## src/rtl/rv32i_wb_unit_if.sv

```systemverilog
// rv32i_wb_unit_if: writeback-stage bus bundle.
// Groups the memory-stage inputs, read-data returns and register-file/forwarding outputs.
// slave modport: the writeback unit; master modport: whatever drives it (pipeline or bench).
interface rv32i_wb_unit_if #(
   parameter int XLEN   = 32,
   parameter int REG_AW = 5
);
   logic              valid_in;
   logic              wb_en_in;
   logic [REG_AW-1:0] wb_reg_in;
   logic [XLEN-1:0]   pc_in;
   logic [XLEN-1:0]   iw_in;
   logic [XLEN-1:0]   alu_in;
   logic [1:0]        src_sel_in;
   logic [XLEN-1:0]   mem_rdata;
   logic [XLEN-1:0]   io_rdata;
   logic              mem_rvalid;
   logic              io_rvalid;
   logic              stall_out;
   logic              wb_en_out;
   logic [REG_AW-1:0] wb_reg_out;
   logic [XLEN-1:0]   wb_data;
   logic              df_wb_enable;
   logic [REG_AW-1:0] df_wb_reg;
   logic [XLEN-1:0]   df_wb_data;
   logic              err_timeout;
   logic [63:0]       retire_cnt;
   modport slave (
      input  valid_in, wb_en_in, wb_reg_in, pc_in, iw_in, alu_in, src_sel_in,
             mem_rdata, io_rdata, mem_rvalid, io_rvalid,
      output stall_out, wb_en_out, wb_reg_out, wb_data,
             df_wb_enable, df_wb_reg, df_wb_data, err_timeout, retire_cnt
   );
   modport master (
      output valid_in, wb_en_in, wb_reg_in, pc_in, iw_in, alu_in, src_sel_in,
             mem_rdata, io_rdata, mem_rvalid, io_rvalid,
      input  stall_out, wb_en_out, wb_reg_out, wb_data,
             df_wb_enable, df_wb_reg, df_wb_data, err_timeout, retire_cnt
   );
endinterface

```

## src/rtl/rv32i_wb_unit.sv

```systemverilog
// rv32i_wb_unit: RV32I writeback stage with source select, load formatting and bounded read wait.
// Ports: clk, reset (sync, active-high), bus (rv32i_wb_unit_if.slave) carrying the memory-stage
// instruction, mem/io read returns, stall_out, the registered register-file write port, its
// forwarding copies (df_*), err_timeout and retire_cnt.
// Optional: define WB_RETIRE_CNT_EN to build the 64-bit retired-instruction counter;
// otherwise retire_cnt is tied to 0.
module rv32i_wb_unit #(
   parameter int XLEN     = 32,
   parameter int REG_AW   = 5,
   parameter int WAIT_MAX = 15
) (
   input logic             clk,
   input logic             reset,
   rv32i_wb_unit_if.slave  bus
);
   localparam int CW = $clog2(WAIT_MAX + 1);
   localparam logic [CW-1:0] LAST = CW'(WAIT_MAX - 1);
   typedef enum logic {IDLE, WAIT} state_t;
   state_t            state;
   logic [CW-1:0]     cnt;
   logic              h_en;
   logic [REG_AW-1:0] h_reg;
   logic [1:0]        h_src;
   logic [2:0]        h_f3;
   logic [1:0]        h_off;
   logic              c_en, match, is_rd, accept, commit, go_wait, timeout, in_wait;
   logic [REG_AW-1:0] c_reg;
   logic [1:0]        c_src, c_off;
   logic [2:0]        c_f3;
   logic [7:0]        b;
   logic [15:0]       h;
   logic [XLEN-1:0]   ld, data;
   logic              wb_en_q, err_q;
   logic [REG_AW-1:0] wb_reg_q;
   logic [XLEN-1:0]   wb_data_q;
   logic              unused_iw;
   assign unused_iw = ^{bus.iw_in[31:15], bus.iw_in[11:0]};
   // In WAIT the held instruction is used; upstream inputs are don't-care.
   always_comb begin
      in_wait = state == WAIT;
      c_en    = in_wait ? h_en  : bus.wb_en_in;
      c_reg   = in_wait ? h_reg : bus.wb_reg_in;
      c_src   = in_wait ? h_src : bus.src_sel_in;
      c_f3    = in_wait ? h_f3  : bus.iw_in[14:12];
      c_off   = in_wait ? h_off : bus.alu_in[1:0];
      match   = c_src == 2'd1 ? bus.mem_rvalid : c_src == 2'd2 ? bus.io_rvalid : 1'b0;
      is_rd   = c_src[0] ^ c_src[1];
      accept  = !in_wait && bus.valid_in;
      commit  = (accept && (!is_rd || match)) || (in_wait && match);
      go_wait = accept && is_rd && !match;
      // Data arriving in the last allowed cycle beats the timeout.
      timeout = in_wait && !match && cnt == LAST;
      b       = bus.mem_rdata[{c_off, 3'b000} +: 8];
      h       = c_off[1] ? bus.mem_rdata[31:16] : bus.mem_rdata[15:0];
      ld      = c_f3 == 3'b000 ? {{(XLEN-8){b[7]}}, b} :
                c_f3 == 3'b100 ? {{(XLEN-8){1'b0}}, b} :
                c_f3 == 3'b001 ? {{(XLEN-16){h[15]}}, h} :
                c_f3 == 3'b101 ? {{(XLEN-16){1'b0}}, h} :
                c_f3 == 3'b010 ? bus.mem_rdata : '0;
      data    = c_src == 2'd0 ? bus.alu_in : c_src == 2'd1 ? ld :
                c_src == 2'd2 ? bus.io_rdata : bus.pc_in + XLEN'(4);
   end
   always_ff @(posedge clk) begin
      if (reset) begin
         state     <= IDLE;
         cnt       <= '0;
         wb_en_q   <= 1'b0;
         wb_reg_q  <= '0;
         wb_data_q <= '0;
         err_q     <= 1'b0;
      end else begin
         err_q   <= timeout;
         wb_en_q <= commit && c_en && c_reg != '0;
         if (commit) begin
            wb_reg_q  <= c_reg;
            wb_data_q <= data;
         end
         if (go_wait) begin
            state <= WAIT;
            cnt   <= '0;
            h_en  <= bus.wb_en_in;
            h_reg <= bus.wb_reg_in;
            h_src <= bus.src_sel_in;
            h_f3  <= bus.iw_in[14:12];
            h_off <= bus.alu_in[1:0];
         end else if (in_wait) begin
            cnt <= cnt + 1'b1;
            if (match || timeout) state <= IDLE;
         end
      end
   end
`ifdef WB_RETIRE_CNT_EN
   logic [63:0] rc;
   always_ff @(posedge clk) begin
      if (reset) rc <= '0;
      else if (commit) rc <= rc + 64'd1;
   end
   assign bus.retire_cnt = rc;
`else
   assign bus.retire_cnt = '0;
`endif
   assign bus.stall_out    = !reset && (in_wait || go_wait);
   assign bus.wb_en_out    = wb_en_q;
   assign bus.wb_reg_out   = wb_reg_q;
   assign bus.wb_data      = wb_data_q;
   assign bus.df_wb_enable = wb_en_q;
   assign bus.df_wb_reg    = wb_reg_q;
   assign bus.df_wb_data   = wb_data_q;
   assign bus.err_timeout  = err_q;
endmodule

```

## src/flat_wrapper.sv

```systemverilog
// flat-port wrapper written by rule: the top's interface ports become plain ports
module rv32i_wb_unit_flat 
#(
   parameter int XLEN     = 32,
   parameter int REG_AW   = 5,
   parameter int WAIT_MAX = 15
)
  (clk, reset, bus_valid_in, bus_wb_en_in, bus_wb_reg_in, bus_pc_in, bus_iw_in, bus_alu_in, bus_src_sel_in, bus_mem_rdata, bus_io_rdata, bus_mem_rvalid, bus_io_rvalid, bus_stall_out, bus_wb_en_out, bus_wb_reg_out, bus_wb_data, bus_df_wb_enable, bus_df_wb_reg, bus_df_wb_data, bus_err_timeout, bus_retire_cnt);
  rv32i_wb_unit_if #(.XLEN(XLEN), .REG_AW(REG_AW)) bus_i ();
  input logic clk;
  input logic reset;
  input wire logic [$bits(bus_i.valid_in)-1:0] bus_valid_in;
  input wire logic [$bits(bus_i.wb_en_in)-1:0] bus_wb_en_in;
  input wire logic [$bits(bus_i.wb_reg_in)-1:0] bus_wb_reg_in;
  input wire logic [$bits(bus_i.pc_in)-1:0] bus_pc_in;
  input wire logic [$bits(bus_i.iw_in)-1:0] bus_iw_in;
  input wire logic [$bits(bus_i.alu_in)-1:0] bus_alu_in;
  input wire logic [$bits(bus_i.src_sel_in)-1:0] bus_src_sel_in;
  input wire logic [$bits(bus_i.mem_rdata)-1:0] bus_mem_rdata;
  input wire logic [$bits(bus_i.io_rdata)-1:0] bus_io_rdata;
  input wire logic [$bits(bus_i.mem_rvalid)-1:0] bus_mem_rvalid;
  input wire logic [$bits(bus_i.io_rvalid)-1:0] bus_io_rvalid;
  output wire logic [$bits(bus_i.stall_out)-1:0] bus_stall_out;
  output wire logic [$bits(bus_i.wb_en_out)-1:0] bus_wb_en_out;
  output wire logic [$bits(bus_i.wb_reg_out)-1:0] bus_wb_reg_out;
  output wire logic [$bits(bus_i.wb_data)-1:0] bus_wb_data;
  output wire logic [$bits(bus_i.df_wb_enable)-1:0] bus_df_wb_enable;
  output wire logic [$bits(bus_i.df_wb_reg)-1:0] bus_df_wb_reg;
  output wire logic [$bits(bus_i.df_wb_data)-1:0] bus_df_wb_data;
  output wire logic [$bits(bus_i.err_timeout)-1:0] bus_err_timeout;
  output wire logic [$bits(bus_i.retire_cnt)-1:0] bus_retire_cnt;
  assign bus_i.valid_in = bus_valid_in;
  assign bus_i.wb_en_in = bus_wb_en_in;
  assign bus_i.wb_reg_in = bus_wb_reg_in;
  assign bus_i.pc_in = bus_pc_in;
  assign bus_i.iw_in = bus_iw_in;
  assign bus_i.alu_in = bus_alu_in;
  assign bus_i.src_sel_in = bus_src_sel_in;
  assign bus_i.mem_rdata = bus_mem_rdata;
  assign bus_i.io_rdata = bus_io_rdata;
  assign bus_i.mem_rvalid = bus_mem_rvalid;
  assign bus_i.io_rvalid = bus_io_rvalid;
  assign bus_stall_out = bus_i.stall_out;
  assign bus_wb_en_out = bus_i.wb_en_out;
  assign bus_wb_reg_out = bus_i.wb_reg_out;
  assign bus_wb_data = bus_i.wb_data;
  assign bus_df_wb_enable = bus_i.df_wb_enable;
  assign bus_df_wb_reg = bus_i.df_wb_reg;
  assign bus_df_wb_data = bus_i.df_wb_data;
  assign bus_err_timeout = bus_i.err_timeout;
  assign bus_retire_cnt = bus_i.retire_cnt;
  rv32i_wb_unit #(.XLEN(XLEN), .REG_AW(REG_AW), .WAIT_MAX(WAIT_MAX)) u_core (.clk(clk), .reset(reset), .bus(bus_i));
endmodule
```

## config.mk

```make
export PLATFORM = sky130hd
export DESIGN_NAME = rv32i_wb_unit_flat
export DESIGN_NICKNAME = d
export VERILOG_FILES = /design/src/rtl/rv32i_wb_unit_if.sv /design/src/rtl/rv32i_wb_unit.sv /design/src/flat_wrapper.sv
export SDC_FILE = /design/constraint.sdc
export NUM_CORES = 1
export LEC_CHECK = 0
export BUFFER_PORTS_ARGS = -buffer_cell sky130_fd_sc_hd__buf_2
export CAP_MARGIN = 20
export CORE_AREA = 2 2 122 124
export CTS_CLUSTER_DIAMETER = 200
export DETAILED_ROUTE_END_ITERATION = 8
export DIE_AREA = 0 0 124 126
export PLACE_DENSITY_LB_ADDON = 0.15
export SLEW_MARGIN = 5
export SYNTH_ARGS = -nofsm -noshare
export SYNTH_HDL_FRONTEND = slang
export SYNTH_SLANG_ARGS = --single-unit
export TNS_END_PERCENT = 20
```

## constraint.sdc

```tcl
create_clock -name clk -period 3.7 [get_ports clk]
set_input_delay 0.37 -clock clk [delete_from_list [all_inputs] [get_ports clk]]
set_output_delay 0.37 -clock clk [all_outputs]
set_load 0.01 [all_outputs]
```

; ---- Word level (Yosys, flattened, before mapping)
; Index checks and enable logic that the tools add are counted.
; W data, S select, Z words.
[word_totals]
regBits = 57
latch_bits = 0
ramBits = 0
rom_bits = 0
input_bits = 173
out_inout_bits = 142
memories = 0
[op_classes]
n_addsub = 2
mul = 0
n_div = 0
magnitude_cmp = 0
n_eq_ne = 7
shift = 1
n_mux = 19
bitwise = 2
reduce_logical = 23
[op_table]
columns = cell, n
row1 = $mux W32, 8
row2 = $add A32 B3 Y32 const B, 1
row3 = $shiftx A32 B6 Y8, 1
row4 = $mux W16, 1
row5 = $logic_and A1 B1 Y1, 10
row6 = $eq A3 B3 Y1 const B, 2
row7 = $mux W1, 6
row8 = $mux W5, 1
row9 = $reduce_bool A5 Y1, 1
row10 = $add A4 B1 Y4 const B, 1
row11 = $eq A4 B4 Y1 const B, 1
row12 = $logic_not A1 Y1, 4
row13 = $logic_or A1 B1 Y1, 4
row14 = $mux W2, 2
row15 = $eq A3 B1 Y1 const B, 1
row16 = $eq A3 B2 Y1 const B, 1
row17 = $logic_not A3 Y1, 1
row18 = $mux W3, 1
row19 = $eq A2 B1 Y1 const B, 1
row20 = $eq A2 B2 Y1 const B, 1
row21 = $logic_not A2 Y1, 1
row22 = $reduce_and A2 Y1, 1
row23 = $reduce_or A2 Y1, 1
row24 = $not A1 Y1, 1
row25 = $xor A1 B1 Y1, 1

; ---- Logic depth before layout (Yosys ltp)
; Gate-level depths: netlist (run 1).
[logic_depth]
ltp_word = 11
mapped_depth = 15

; ---- Worst setup path after synthesis (run 1)
; OpenSTA, ideal clock, no wires.
[synth_timing]
kind = reg2reg
startpoint = reg u_core.state, in the netlist u_core.in_wait
endpoint = reg u_core.h_en (enable)
setup_ns = 0.361
arrival_time_ns = 3.249
t_required_ns = 3.339
setup_slack_ns = 0.090
stages_incl_launch_ff = 13
synth_period_minus_slack_ns = 3.610
cell_sequence = dfxtp_1 > buf_6 > buf_2 > buf_1 > clkbuf_1 > mux2i_1 > ha_1 > buf_2 > inv_1 > a31oi_1 > and4b_1 > clkbuf_1 > and2_1
[synth_between]
elab_chain_cells = 7
elab_cells_between_ends = 12
[synth_rtl]
columns = item, line
row1 = start: declaration, rv32i_wb_unit.sv:19  ; state_t state;
row2 = start signal: assignment, rv32i_wb_unit.sv:65  ; state <= IDLE;
row3 = start signal: assignment, rv32i_wb_unit.sv:79  ; state <= WAIT;
row4 = start signal: assignment, rv32i_wb_unit.sv:88  ; if (match || timeout) state <= IDLE;
row5 = $mux W2, rv32i_wb_unit.sv:43  ; c_src = in_wait ? h_src : bus.src_sel_in;
row6 = $eq A2 B2 Y1, rv32i_wb_unit.sv:46  ; match = c_src == 2'd1 ? bus.mem_rvalid : c_src == 2'd2 ? bus.io_rvalid : 1'b0;
row7 = $mux W1 (2 in a row), rv32i_wb_unit.sv:46
row8 = $logic_not A1 Y1, rv32i_wb_unit.sv:50  ; go_wait = accept && is_rd && !match;
row9 = $logic_and A1 B1 Y1 (*), rv32i_wb_unit.sv:50
row10 = $reduce_and A2 Y1 (no line) (*), n/a
row11 = end signal: assignment, rv32i_wb_unit.sv:81  ; h_en <= bus.wb_en_in;
row12 = end: declaration, rv32i_wb_unit.sv:21  ; logic h_en;
; Mark *: on every way between the ends. The rest lies on a longest branch, timed or not.
; A chain may end at the register's enable or synchronous reset.

; ---- Worst setup path after layout (run 1)
[layout_timing]
startpoint = reg u_core.state, in the netlist u_core.in_wait
endpoint = out bus_stall_out
[layout_between]
elab_chain_cells = 8
elab_cells_between_ends = 13
[layout_rtl]
columns = item, line
row1 = $mux W2, rv32i_wb_unit.sv:43
row2 = $eq A2 B2 Y1, rv32i_wb_unit.sv:46
row3 = $mux W1 (2 in a row), rv32i_wb_unit.sv:46
row4 = $logic_not A1 Y1, rv32i_wb_unit.sv:50
row5 = $logic_and A1 B1 Y1, rv32i_wb_unit.sv:50
row6 = $logic_or A1 B1 Y1 (*), rv32i_wb_unit.sv:102  ; assign bus.stall_out = !reset && (in_wait || go_wait);
row7 = $logic_and A1 B1 Y1 (*), rv32i_wb_unit.sv:102
row8 = end: declaration, flat_wrapper.sv:23  ; output wire logic [$bits(bus_i.stall_out)-1:0] bus_stall_out;
; Marked as above.

==> out/metrics.yaml, run 1 <==
sta:
  fmax_mhz: 328.4
  worstMarginPinSlew_ns: 0.8576
  final_hold_viol_count: 0
  rsz0062_at_grt: "no"
  slew-limit-headroom: 0.4283
  fin_crit_ns: 3.045
  fin_skew_ns: 0.01254
  setup_viol: 0
  tns_ns: 0
  drv_slew: 0
  fin_crit_sh: 0.8230
  setup_slack_ns: 0.6551
clock_network:
  root_buffer: "clkbuf_16"
  hold_buffers: 0
  cts_tree: "done"
  numClockSinks: 57
  clock_latency_ns: 0.34
  htree_num_levels: 3
  clk_path_buf_depth: 2
  clk_pin_slew_ns: 0.06
  post_cts_resized: 0
  cts_setup_buffers: 0
  cts_buffers: 9
synth:
  synthCells: 636
  ys_async_sr_fraction: 0
  synth_mux_area_frac: 0.07690
  ys_seq_area_frac: 0.2529
  synth_compound_area_frac: 0.2357
  synth_xor_xnor_area_share: 0.05226
  ys.flop_type: "dfxtp_1"
  ys_seq_elements: 57
  synth_top_family_by_area: "compound AO/OA/AOI/OAI gates"
  synth-edff-count: 13
  synth-adder-area-share: 0.01493
  synth-simple-area-share: 0.1707
  syn-cell-area_sq_um: 5027
  synth.distinct_cells: 61
  yosysWarnings: 0
  syn_area_per_cell_sq_um: 7.905
finish:
  fill_cells: 1541
  mostFrequentLayoutCells: "buf_2, nor2_1, conb_1, a21oi_1, dfxtp_1"
  largest_reg_flops: 32
  finish.instance_area_sq_um: 6137
  fin_nets: 984
  area_growth_pct: 22.08
  final_common_cell: "buf_2"
  drive_gt1_frac: 0.3358
critical_path:
  path_common_cell: "nor2_1"
  crit_path_start_kind: "flop"
  crit_path_max_fanout: 10
  max_stage_delay_ns: 0.47
  arrival_ns: 2.67
  end_kind: "primary output"
  path_class: "flop to primary output"
  crit_chain: "mux2i_1 > ha_1 > buf_4 > inv_1 > a31oi_1 > and4b_1 > nor2_1 > nor2_1 > buf_2"
  cp_slowest_cell: "a31oi_1"
  required_ns: 3.33
die:
  die_h_um: 126
  io_pins: 315
  rows: 44
  start_util: 0.3512
  core-area_sq_um: 14310
  die_x_um: 124
  die_area_sq_um: 15620
placed_design:
  io_buffers: 221
  placed_area_sq_um: 5813
  hpwl_mm: 15.04
  post-place-ws_ns: 0.6507
  place_congestion: 0.9418
power:
  powerDensity_nw_per_um2: 440.2
  p_leak_nw: 2.852
  finalPower_mw: 2.701
  irDropWorstVdd_uv: 249.8
drt:
  wl_per_cell_um: 19.26
  ant_nets: 0
  drtIter0Drc: 372
  drc: 0
  num_vias: 5279
  routed_wl_mm: 19.20
  drt_pre_antenna_iters: 5
  avgViaCountPerCell: 5.295
grt:
  grtUsageTotal: 0.2441
  antenna_found_initial: 5
  grt-ovfl-total: 0
  grt_pass1_vias: 5054
  grt_pass1_wl_mm: 28.58
  grt_max_degree: 42
job:
  drv_cap: 0
outcome:
  status: "finished, final reports clean"
worst_hold_path:
  hold_class: "input port to flop"
-- power breakdown --
part,switching (mW),internal [mW]
combinational,0.614,0.393
sequential,0.0647,0.727
clock,0.323,0.580
total,1.00,1.70
-- worst paths after layout --
kind                                                              from                                     end  slack, ns  depth (start not counted)
worst min-delay path                                     bus_iw_in[14]                u_core.h_f3[2]$_DFFE_PP_       0.23                          1
worst min register to register  u_core.bus.df_wb_data[24]$_SDFFE_PP0P_  u_core.bus.df_wb_data[24]$_SDFFE_PP0P_       0.50                          2
worst max-delay path                         u_core.in_wait$_SDFF_PP0_                           bus_stall_out       0.66                          9
worst max register to register               u_core.in_wait$_SDFF_PP0_               u_core.h_reg[1]$_DFFE_PP_       0.68                          7
-- worst max-delay path: cells and delay by family, from the launching register on --
family | cells | cell delay [ns]
adders and majority gates | 1 | 0.22
buffers and inverters | 3 | 0.38
DFF | 1 | 0.37
AOI/OAI and AO/OA | 1 | 0.47
muxes | 1 | 0.32
and+or+nand+nor | 3 | 0.56
-- metrics by stage --
step	hold WS, ns	std cells	util
final	0.2281	997	0.4288
after floorplan	0.4664	699	-
after CTS	0.2215	994	0.4282
after global routing	0.2297	996	0.4286
after global placement	0.4876	978	0.4061
after detailed placement	0.4977	978	0.4061
-- per-layer routing --
metal / vias to the layer above / global-route usage / share of wire
met5: - / 0 / 0.0014
met4: 4 / 0.09518 / 0.032
met3: 44 / 0.05616 / 0.078
met2: 257 / 0.3985 / 0.48
met1: 2472 / 0.3102 / 0.41
li1: 2502 / - / -
-- cell usage after synthesis (3+ instances only) --
cell | n | area [sq um]
clkbuf_1 | 34 | 127.6
a31oi_1 | 6 | 37.54
a211o_1 | 4 | 35.03
a211oi_1 | 8 | 60.06
nand3_1 | 24 | 120.1
o22ai_1 | 13 | 81.33
or2_2 | 3 | 18.77
mux2i_1 | 20 | 200.2
o21ai_0 | 27 | 135.1
a21oi_1 | 64 | 320.3
xnor2_1 | 21 | 183.9
edfxtp_1 | 13 | 390.4
nor2_1 | 66 | 247.7
xor2_1 | 9 | 78.83
inv_1 | 11 | 41.29
nand3b_1 | 4 | 30.03
o211ai_1 | 8 | 60.06
dfxtp_1 | 44 | 880.8
nand2_1 | 20 | 75.07
nand4_1 | 10 | 62.56
mux4_2 | 5 | 112.6
or4_1 | 3 | 22.52
a221oi_1 | 7 | 61.31
nand2b_1 | 6 | 37.54
and3_1 | 17 | 106.4
and2_1 | 5 | 31.28
buf_4 | 102 | 765.7
o221ai_1 | 14 | 122.6
a22oi_1 | 5 | 37.54
nor3_1 | 12 | 60.06
buf_2 | 4 | 20.02
ha_1 | 6 | 75.07
-- layout make-up --
| class | instances | area [sq um] | area share |
|---|---|---|---|
| timing repair buffer | 239 | 1241 | 0.2022 |
| clock buffer | 12 | 267.8 | 0.04363 |
| clock inverter | 4 | 48.80 | 0.007951 |
| multi-input combinational | 487 | 3029 | 0.4936 |
| inverter | 11 | 41.29 | 0.006728 |
| tap | 184 | 230.2 | 0.03751 |
| antenna | 3 | 7.507 | 0.001223 |
| sequential | 57 | 1271 | 0.2071 |
-- logic make-up (layout without fill, tap and decap cells) --
kind of cell / after synthesis / count (layout)
flip-flops: 57 / 57
AND/OR/NAND/NOR: 176 / 176
AO/OA/AOI/OAI: 181 / 181
XOR/XNOR: 30 / 30
multiplexers: 30 / 30
adder cells (fa/ha/maj): 6 / 6
other: 1 / 67
buffers and inverters: 155 / 266
Power figures use the tool's default switching activity.
==> run 2: changes to the inputs <==
--- a/config.mk
+++ b/config.mk
@@ -5,12 +5,13 @@
 export SDC_FILE = /design/constraint.sdc
 export NUM_CORES = 1
 export LEC_CHECK = 0
+export ABC_AREA = 1
 export BUFFER_PORTS_ARGS = -buffer_cell sky130_fd_sc_hd__buf_2
 export CAP_MARGIN = 20
-export CORE_AREA = 2 2 122 124
+export CORE_MARGIN = 2
+export CORE_UTILIZATION = 41
 export CTS_CLUSTER_DIAMETER = 200
 export DETAILED_ROUTE_END_ITERATION = 8
-export DIE_AREA = 0 0 124 126
 export PLACE_DENSITY_LB_ADDON = 0.15
 export SLEW_MARGIN = 5
 export SYNTH_ARGS = -nofsm -noshare
==> constraint.sdc (replaced) <==
create_clock -name clk -period 2.8 [get_ports clk]
set_input_delay 0.28 -clock clk [delete_from_list [all_inputs] [get_ports clk]]
set_output_delay 0.28 -clock clk [all_outputs]
set_load 0.01 [all_outputs]
==> run 2 against run 1 <==
Area after synthesis is 12% higher; combinational power up 99%; critical path type unchanged; hold slack lost 0.091 ns.
==> out/metrics.yaml, run 2 <==
die:
  start_util: 0.4228  # was 0.3512
  io_pins: 315  # unchanged
  die_area_sq_um: 14720  # was 15,620 sq um
  die_h_um: 121.3  # was 126 um
  core-area_sq_um: 13350  # was 14,310 sq um
  rows: 42  # was 44
  die_x_um: 121.3  # was 124 um
synth:
  synth.distinct_cells: 39  # was 61
  syn_area_per_cell_sq_um: 5.959  # was 7.905 sq um
  ys_seq_elements: 57  # unchanged
  yosysMostFrequentCell: "nand2_1"  # was buf_4
  yosysWarnings: 0  # unchanged
  syn-cell-area_sq_um: 5643  # was 5027 sq um
  ys_seq_area_frac: 0.2253  # was 0.2529
  synth_commonest_cells: "nand2_1, nor2_1, buf_4, a21oi_1, nand3_1"  # was buf_4, nor2_1, a21oi_1, dfxtp_1, clkbuf_1
  yosysTopAreaCell: "nand2_1"  # was dfxtp_1
  ys.flop_type: "dfxtp_1"  # unchanged
  synth_top_area_frac: 0.1829  # was 0.1752
  yosys-top-cells-area: "nand2_1, dfxtp_1, buf_4, a21oi_1, nor2_1"  # was dfxtp_1, buf_4, edfxtp_1, a21oi_1, nor2_1
  ys_async_sr_fraction: 0  # unchanged
  synthCells: 947  # was 636
  synth-edff-count: 13  # unchanged
finish:
  fin_nets: 1297  # was 984
  final_common_cell: "nand2_1"  # was buf_2
  finish.instance_area_sq_um: 6736  # was 6137 sq um
  drive_gt1_frac: 0.2502  # was 0.3358
  largest_reg_flops: 32  # unchanged
  finalNonFillerCells: 1301  # was 997
  mostFrequentLayoutCells: "nand2_1, buf_2, nor2_1, a21oi_1"  # was buf_2, nor2_1, conb_1, a21oi_1, dfxtp_1
  area_growth_pct: 19.38  # was 22.08%
  fill_cells: 1490  # was 1,541
critical_path:
  crit_start: "u_core.in_wait$_SDFF_PP0_"  # unchanged
  required_ns: 2.52  # was 3.33 ns
  end_kind: "primary output"  # unchanged
  crit_path_start_kind: "flop"  # unchanged
  crit_path_max_fanout: 4  # was 10
  path_class: "flop to primary output"  # unchanged
  timing.rr.start: "u_core.in_wait$_SDFF_PP0_"  # unchanged
  arrival_ns: 2.31  # was 2.67 ns
worst_hold_path:
  holdCritStartpoint: "bus_alu_in[0]"  # was bus_iw_in[14]
  hold_class: "input port to flop"  # unchanged
clock_network:
  htree_num_levels: 3  # unchanged
  post_cts_resized: 0  # unchanged
  root_buffer: "clkbuf_16"  # unchanged
  hold_buffers: 0  # unchanged
  cts_buffers: 9  # unchanged
  cts_setup_buffers: 0  # unchanged
  clk_pin_slew_ns: 0.06  # about the same
  numClockSinks: 57  # unchanged
  cts_tree: "done"  # unchanged
  clk_path_buf_depth: 2  # unchanged
  clock_latency_ns: 0.33  # was 0.34 ns
power:
  powerDensity_nw_per_um2: 636.2  # was 440.2 nW/um^2
  p_leak_nw: 3.602  # was 2.852 nW
  irDropWorstVdd_uv: 437.4  # was 249.8 uV
placed_design:
  placed_area_sq_um: 6391  # was 5813 sq um
  io_buffers: 221  # unchanged
  dpl.cell_count: 1281  # was 978
  hpwl_mm: 15.44  # was 15.04 mm
  post-place-ws_ns: 0.3373  # was 0.6507 ns
  place_congestion: 0.9426  # was 0.9418
grt:
  grtUsageTotal: 0.2507  # was 0.2441
  grt_pass1_vias: 5435  # was 5,054
  grt-ovfl-total: 0  # unchanged
  antenna_found_initial: 2  # was 5
  grt_max_degree: 48  # was 42
  grt_pass1_wl_mm: 28.32  # was 28.58 mm
sta:
  fin_crit_sh: 0.9248
  worstMarginPinSlew_ns: 0.5113  # was 0.8576 ns
  whs_ns: 0.1376  # was 0.2281 ns
  fmax_mhz: 386.2
  tns_ns: 0  # unchanged
  fin_crit_ns: 2.589
  drv_slew: 0  # unchanged
  setup_slack_ns: 0.2107  # was 0.6551 ns
  final_hold_viol_count: 0  # unchanged
  fin_skew_ns: 0.01014  # was 0.01254 ns
  setup_viol: 0  # unchanged
  slew-limit-headroom: 0.6591  # was 0.4283
outcome:
  status: "finished, final reports clean"  # unchanged
drt:
  drt_pre_antenna_iters: 5  # unchanged
  wl_per_cell_um: 14.78  # was 19.26 um
  ant_nets: 0  # unchanged
  routed_wl_mm: 19.22  # was 19.20 mm
  avgViaCountPerCell: 4.904  # was 5.295
  drtIter0Drc: 448  # was 372
  num_vias: 6380  # was 5,279
  drc: 0  # unchanged
job:
  drv_cap: 0  # unchanged
==> run 2: cell count changes after synthesis, sizes merged, moves of 9 or more <==
cell and change:
a21oi +26, and3 -17, inv +54, mux2i -18, nand2 +261, nand3 +44, nor2 +56, nor3 -9
o21ai +38, o221ai -14, o22ai -13, xnor2 -16
==> run 2: kinds of logic after synthesis <==
logic type,after synthesis,synth area share
simple gates,490,0.3623
buf+inv,209,0.2155
compound gates,171,0.1619
flops,57,0.2253
xor+xnor,9,0.01397
fa+ha+maj,6,0.01330
mux,4,0.007096
other cells,1,0.0006646
==> run 2: power breakdown <==
| group | total [mW] | internal [mW] | switching, mW |
|---|---|---|---|
| Combinational | 2.01 | 0.699 | 1.31 |
| Sequential | 1.09 | 0.992 | 0.0998 |
| Clock | 1.19 | 0.824 | 0.363 |
==> run 2: per-layer routing <==
layer | wire (um) | track usage | vias up | part of all wire
li1 | - | - | 3239 | -
met1 | 8448 | 0.3377 | 2836 | 0.44
met2 | 8773 | 0.3989 | 282 | 0.46
met3 | 1551 | 0.05216 | 23 | 0.081
met4 | 450 | 0.08333 | 0 | 0.023
met5 | 0 | 0 | - | 0
==> run 2: cell type report <==
| class | count | area [sq um] | share of cell area |
|---|---|---|---|
| clock inverter | 3 | 65.06 | 0.009658 |
| antenna | 2 | 5.005 | 0.0007429 |
| multi-input combinational | 744 | 3403 | 0.5052 |
| sequential | 57 | 1271 | 0.1887 |
| timing repair buffer | 240 | 1261 | 0.1872 |
| tap | 176 | 220.2 | 0.03269 |
| inverter | 66 | 250.2 | 0.03715 |
| clock buffer | 13 | 260.3 | 0.03863 |
==> run 2: path summary, 6_finish.rpt <==
kind,endpoint,slack (ns),depth (start not counted)
max,bus_stall_out,0.21,10
min,u_core.h_off[0]$_DFFE_PP_,0.14,1
max reg2reg,u_core.bus.df_wb_enable$_SDFF_PP0_,0.31,14
min reg2reg,u_core.bus.df_wb_data[12]$_SDFFE_PP0P_,0.48,2
==> run 2: through the flow <==
stage | utilization | power [mW]
6_report | 0.5047 | 4.286
5_1_grt | 0.5045 | 4.574
3_3_place_gp | 0.4788 | 3.083
3_5_place_dp | 0.4788 | 3.092
2_1_floorplan | - | 2.566
4_1_cts | 0.5032 | 4.296
==> run 2: worst max-delay path: stages (launching register included) <==
cell and delay, ns:
dfxtp_1 0.39, inv_2 0.05, or2_2 0.26, o21ai_0 0.16, inv_1 0.09, ha_1 0.24
nand3_1 0.09, and2_1 0.18, nand4_1 0.18, a21oi_1 0.18, buf_2 0.15
==> run 3: changes to the inputs <==
--- a/config.mk
+++ b/config.mk
@@ -7,11 +7,11 @@
 export LEC_CHECK = 0
 export ABC_AREA = 1
 export BUFFER_PORTS_ARGS = -buffer_cell sky130_fd_sc_hd__buf_2
-export CAP_MARGIN = 20
-export CORE_MARGIN = 2
-export CORE_UTILIZATION = 41
+export CORE_AREA = 2 2 121 123
 export CTS_CLUSTER_DIAMETER = 200
 export DETAILED_ROUTE_END_ITERATION = 8
+export DIE_AREA = 0 0 123 125
+export GPL_TIMING_DRIVEN = 0
 export PLACE_DENSITY_LB_ADDON = 0.15
 export SLEW_MARGIN = 5
 export SYNTH_ARGS = -nofsm -noshare
==> constraint.sdc (replaced) <==
create_clock -name clk -period 2.9 [get_ports clk]
set_input_delay 0.29 -clock clk [delete_from_list [all_inputs] [get_ports clk]]
set_output_delay 0.29 -clock clk [all_outputs]
set_load 0.01 [all_outputs]
==> run 3 against run 2 <==
Clock-buffer cell count shrank 3; critical path type is now flop to flop; largest power group unchanged; global-route usage up 1.2 points; core utilization is 3.1 points higher.
==> out/metrics.yaml, run 3 (synthesis gave the netlist of run 2 again) <==
power:
  p_leak_nw: 4.181  # was 3.602 nW
  powerDensity_nw_per_um2: 579.8  # was 636.2 nW/um^2
  finalPower_mw: 4.409  # was 4.286 mW
  irDropWorstVdd_uv: 344.7  # was 437.4 uV
die:
  io_pins: 315  # unchanged
  die_x_um: 123  # was 121.3 um
  start_util: 0.3973  # was 0.4228
  die_h_um: 125  # was 121.3 um
  die_area_sq_um: 15380  # was 14,720 sq um
  core-area_sq_um: 14200  # was 13,350 sq um
  rows: 44  # was 42
placed_design:
  io_buffers: 221  # unchanged
  hpwl_mm: 17.24  # was 15.44 mm
  dpl.cell_count: 1415  # was 1,281
  place_congestion: 0.9902  # was 0.9426
finish:
  area_growth_pct: 34.77  # was 19.38%
  diodes: 0  # was 2
  largest_reg_flops: 32  # unchanged
  drive_gt1_frac: 0.3184  # was 0.2502
  fin_nets: 1424  # was 1,297
  mostFrequentLayoutCells: "nand2_1, buf_2, nor2_1, buf_4, a21oi_1"  # was nand2_1, buf_2, nor2_1, a21oi_1
  finalNonFillerCells: 1434  # was 1,301
  final_common_cell: "nand2_1"  # unchanged
  fill_cells: 1566  # was 1,490
drt:
  drtIter0Drc: 505  # was 448
  ant_nets: 0  # unchanged
  num_vias: 6760  # was 6,380
  drc: 0  # unchanged
  avgViaCountPerCell: 4.714  # was 4.904
  routed_wl_mm: 20.77  # was 19.22 mm
  drt_pre_antenna_iters: 6  # was 5
  wl_per_cell_um: 14.49  # was 14.78 um
grt:
  antenna_found_initial: 0  # was 2
  grt_pass1_vias: 6136  # was 5,435
  grt_max_degree: 14  # was 48
  grt_pass1_wl_mm: 31.33  # was 28.32 mm
  grtUsageTotal: 0.2622  # was 0.2507
  grt-ovfl-total: 0  # unchanged
critical_path:
  arrival_ns: 2.96  # was 2.31 ns
  crit_path_start_kind: "flop"  # unchanged
  path_class: "flop to flop"  # was flop to primary output
  crit_path_max_fanout: 10  # was 4
  end_kind: "flop"  # was primary output
  required_ns: 3.16  # was 2.52 ns
clock_network:
  root_buffer: "clkbuf_16"  # unchanged
  clk_path_buf_depth: 2  # unchanged
  cts_buffers: 9  # unchanged
  htree_num_levels: 3  # unchanged
  numClockSinks: 57  # unchanged
  hold_buffers: 0  # unchanged
  cts_tree: "done"  # unchanged
  clock_latency_ns: 0.33  # about the same
  clk_pin_slew_ns: 0.06  # about the same
sta:
  tns_ns: 0  # unchanged
  fin_skew_ns: 0.008882  # was 0.01014 ns
  setup_viol: 0  # unchanged
  final_hold_viol_count: 0  # unchanged
  rsz0062_at_grt: "no"
  slew-limit-headroom: 0.6088  # was 0.6591
  fin_crit_ns: 2.699
  worstMarginPinSlew_ns: 0.5868  # was 0.5113 ns
  drv_slew: 0  # unchanged
  fin_crit_sh: 0.9306
  fmax_mhz: 370.5
worst_hold_path:
  hold_class: "input port to flop"  # unchanged
job:
  drv_cap: 0  # unchanged
outcome:
  status: "finished, final reports clean"  # unchanged
## run 3: final cells by class
class                   count  area [sq um]  share of cell area
well taps                 184         230.2             0.03027
flip-flops and latches     57          1272              0.1673
clock buffers              10         250.2             0.03291
clock inverters             6         72.57            0.009543
multi-input cells         744          3416              0.4492
repair buffers            225          1136              0.1494
plain buffers             142         977.2              0.1285
inverters                  66         250.2             0.03291
## run 3: critical path: stages, from the launching register on
cell	delay, ns
dfxtp_2	0.39
inv_2	0.08
buf_2	0.19
or2_2	0.29
o21ai_2	0.11
inv_1	0.07
ha_2	0.22
clkinv_1	0.13
clkbuf_1	0.42
nand3_1	0.17
a21oi_1	0.18
o21ai_0	0.20
a21oi_1	0.16
## run 3: final timing paths
check | slack, ns | depth (start not counted) | end | startpoint
max | 0.20 | 12 | u_core.bus.df_wb_data[10]$_SDFFE_PP0P_ | u_core.in_wait$_SDFF_PP0_
min | 0.16 | 1 | u_core.h_reg[1]$_DFFE_PP_ | bus_wb_reg_in[1]
max reg2reg | 0.20 | 12 | u_core.bus.df_wb_data[10]$_SDFFE_PP0P_ | u_core.in_wait$_SDFF_PP0_
min reg2reg | 0.48 | 2 | u_core.bus.df_wb_data[0]$_SDFFE_PP0P_ | u_core.bus.df_wb_data[0]$_SDFFE_PP0P_
## run 3: power breakdown
group,internal (mW),switching (mW),total (mW)
Sequential,0.958,0.102,1.06
Combinational,0.887,1.34,2.23
Clock,0.724,0.395,1.12
## run 3: layer usage
metal | global-route usage | share of wire | vias to the layer above
met5 | 0 | 0 | -
met4 | 0.06484 | 0.019 | 0
met3 | 0.04699 | 0.079 | 24
met2 | 0.4485 | 0.48 | 289
met1 | 0.3390 | 0.42 | 2962
li1 | - | - | 3485
## run 3: what timing repair did
action	CTS	global route
setup buffers	1	3
endpoints found under the hold margin	0	0
pin swaps	1	0
resized for setup	14	13
setup endpoints to repair	52	52
## run 3: metrics by stage
step	hold WS [ns]	area, sq um	setup WS (ns)	utilization
after CTS	0.1471	7569	0.01976	0.5329
final	0.1572	7605	0.2012	0.5354
after floorplan	0.3889	5879	0.1680	-
after detailed placement	0.4696	7216	-0.6029	0.5080
after global routing	0.1534	7605	0.001755	0.5354
after global placement	0.4679	7216	-0.5671	0.5080
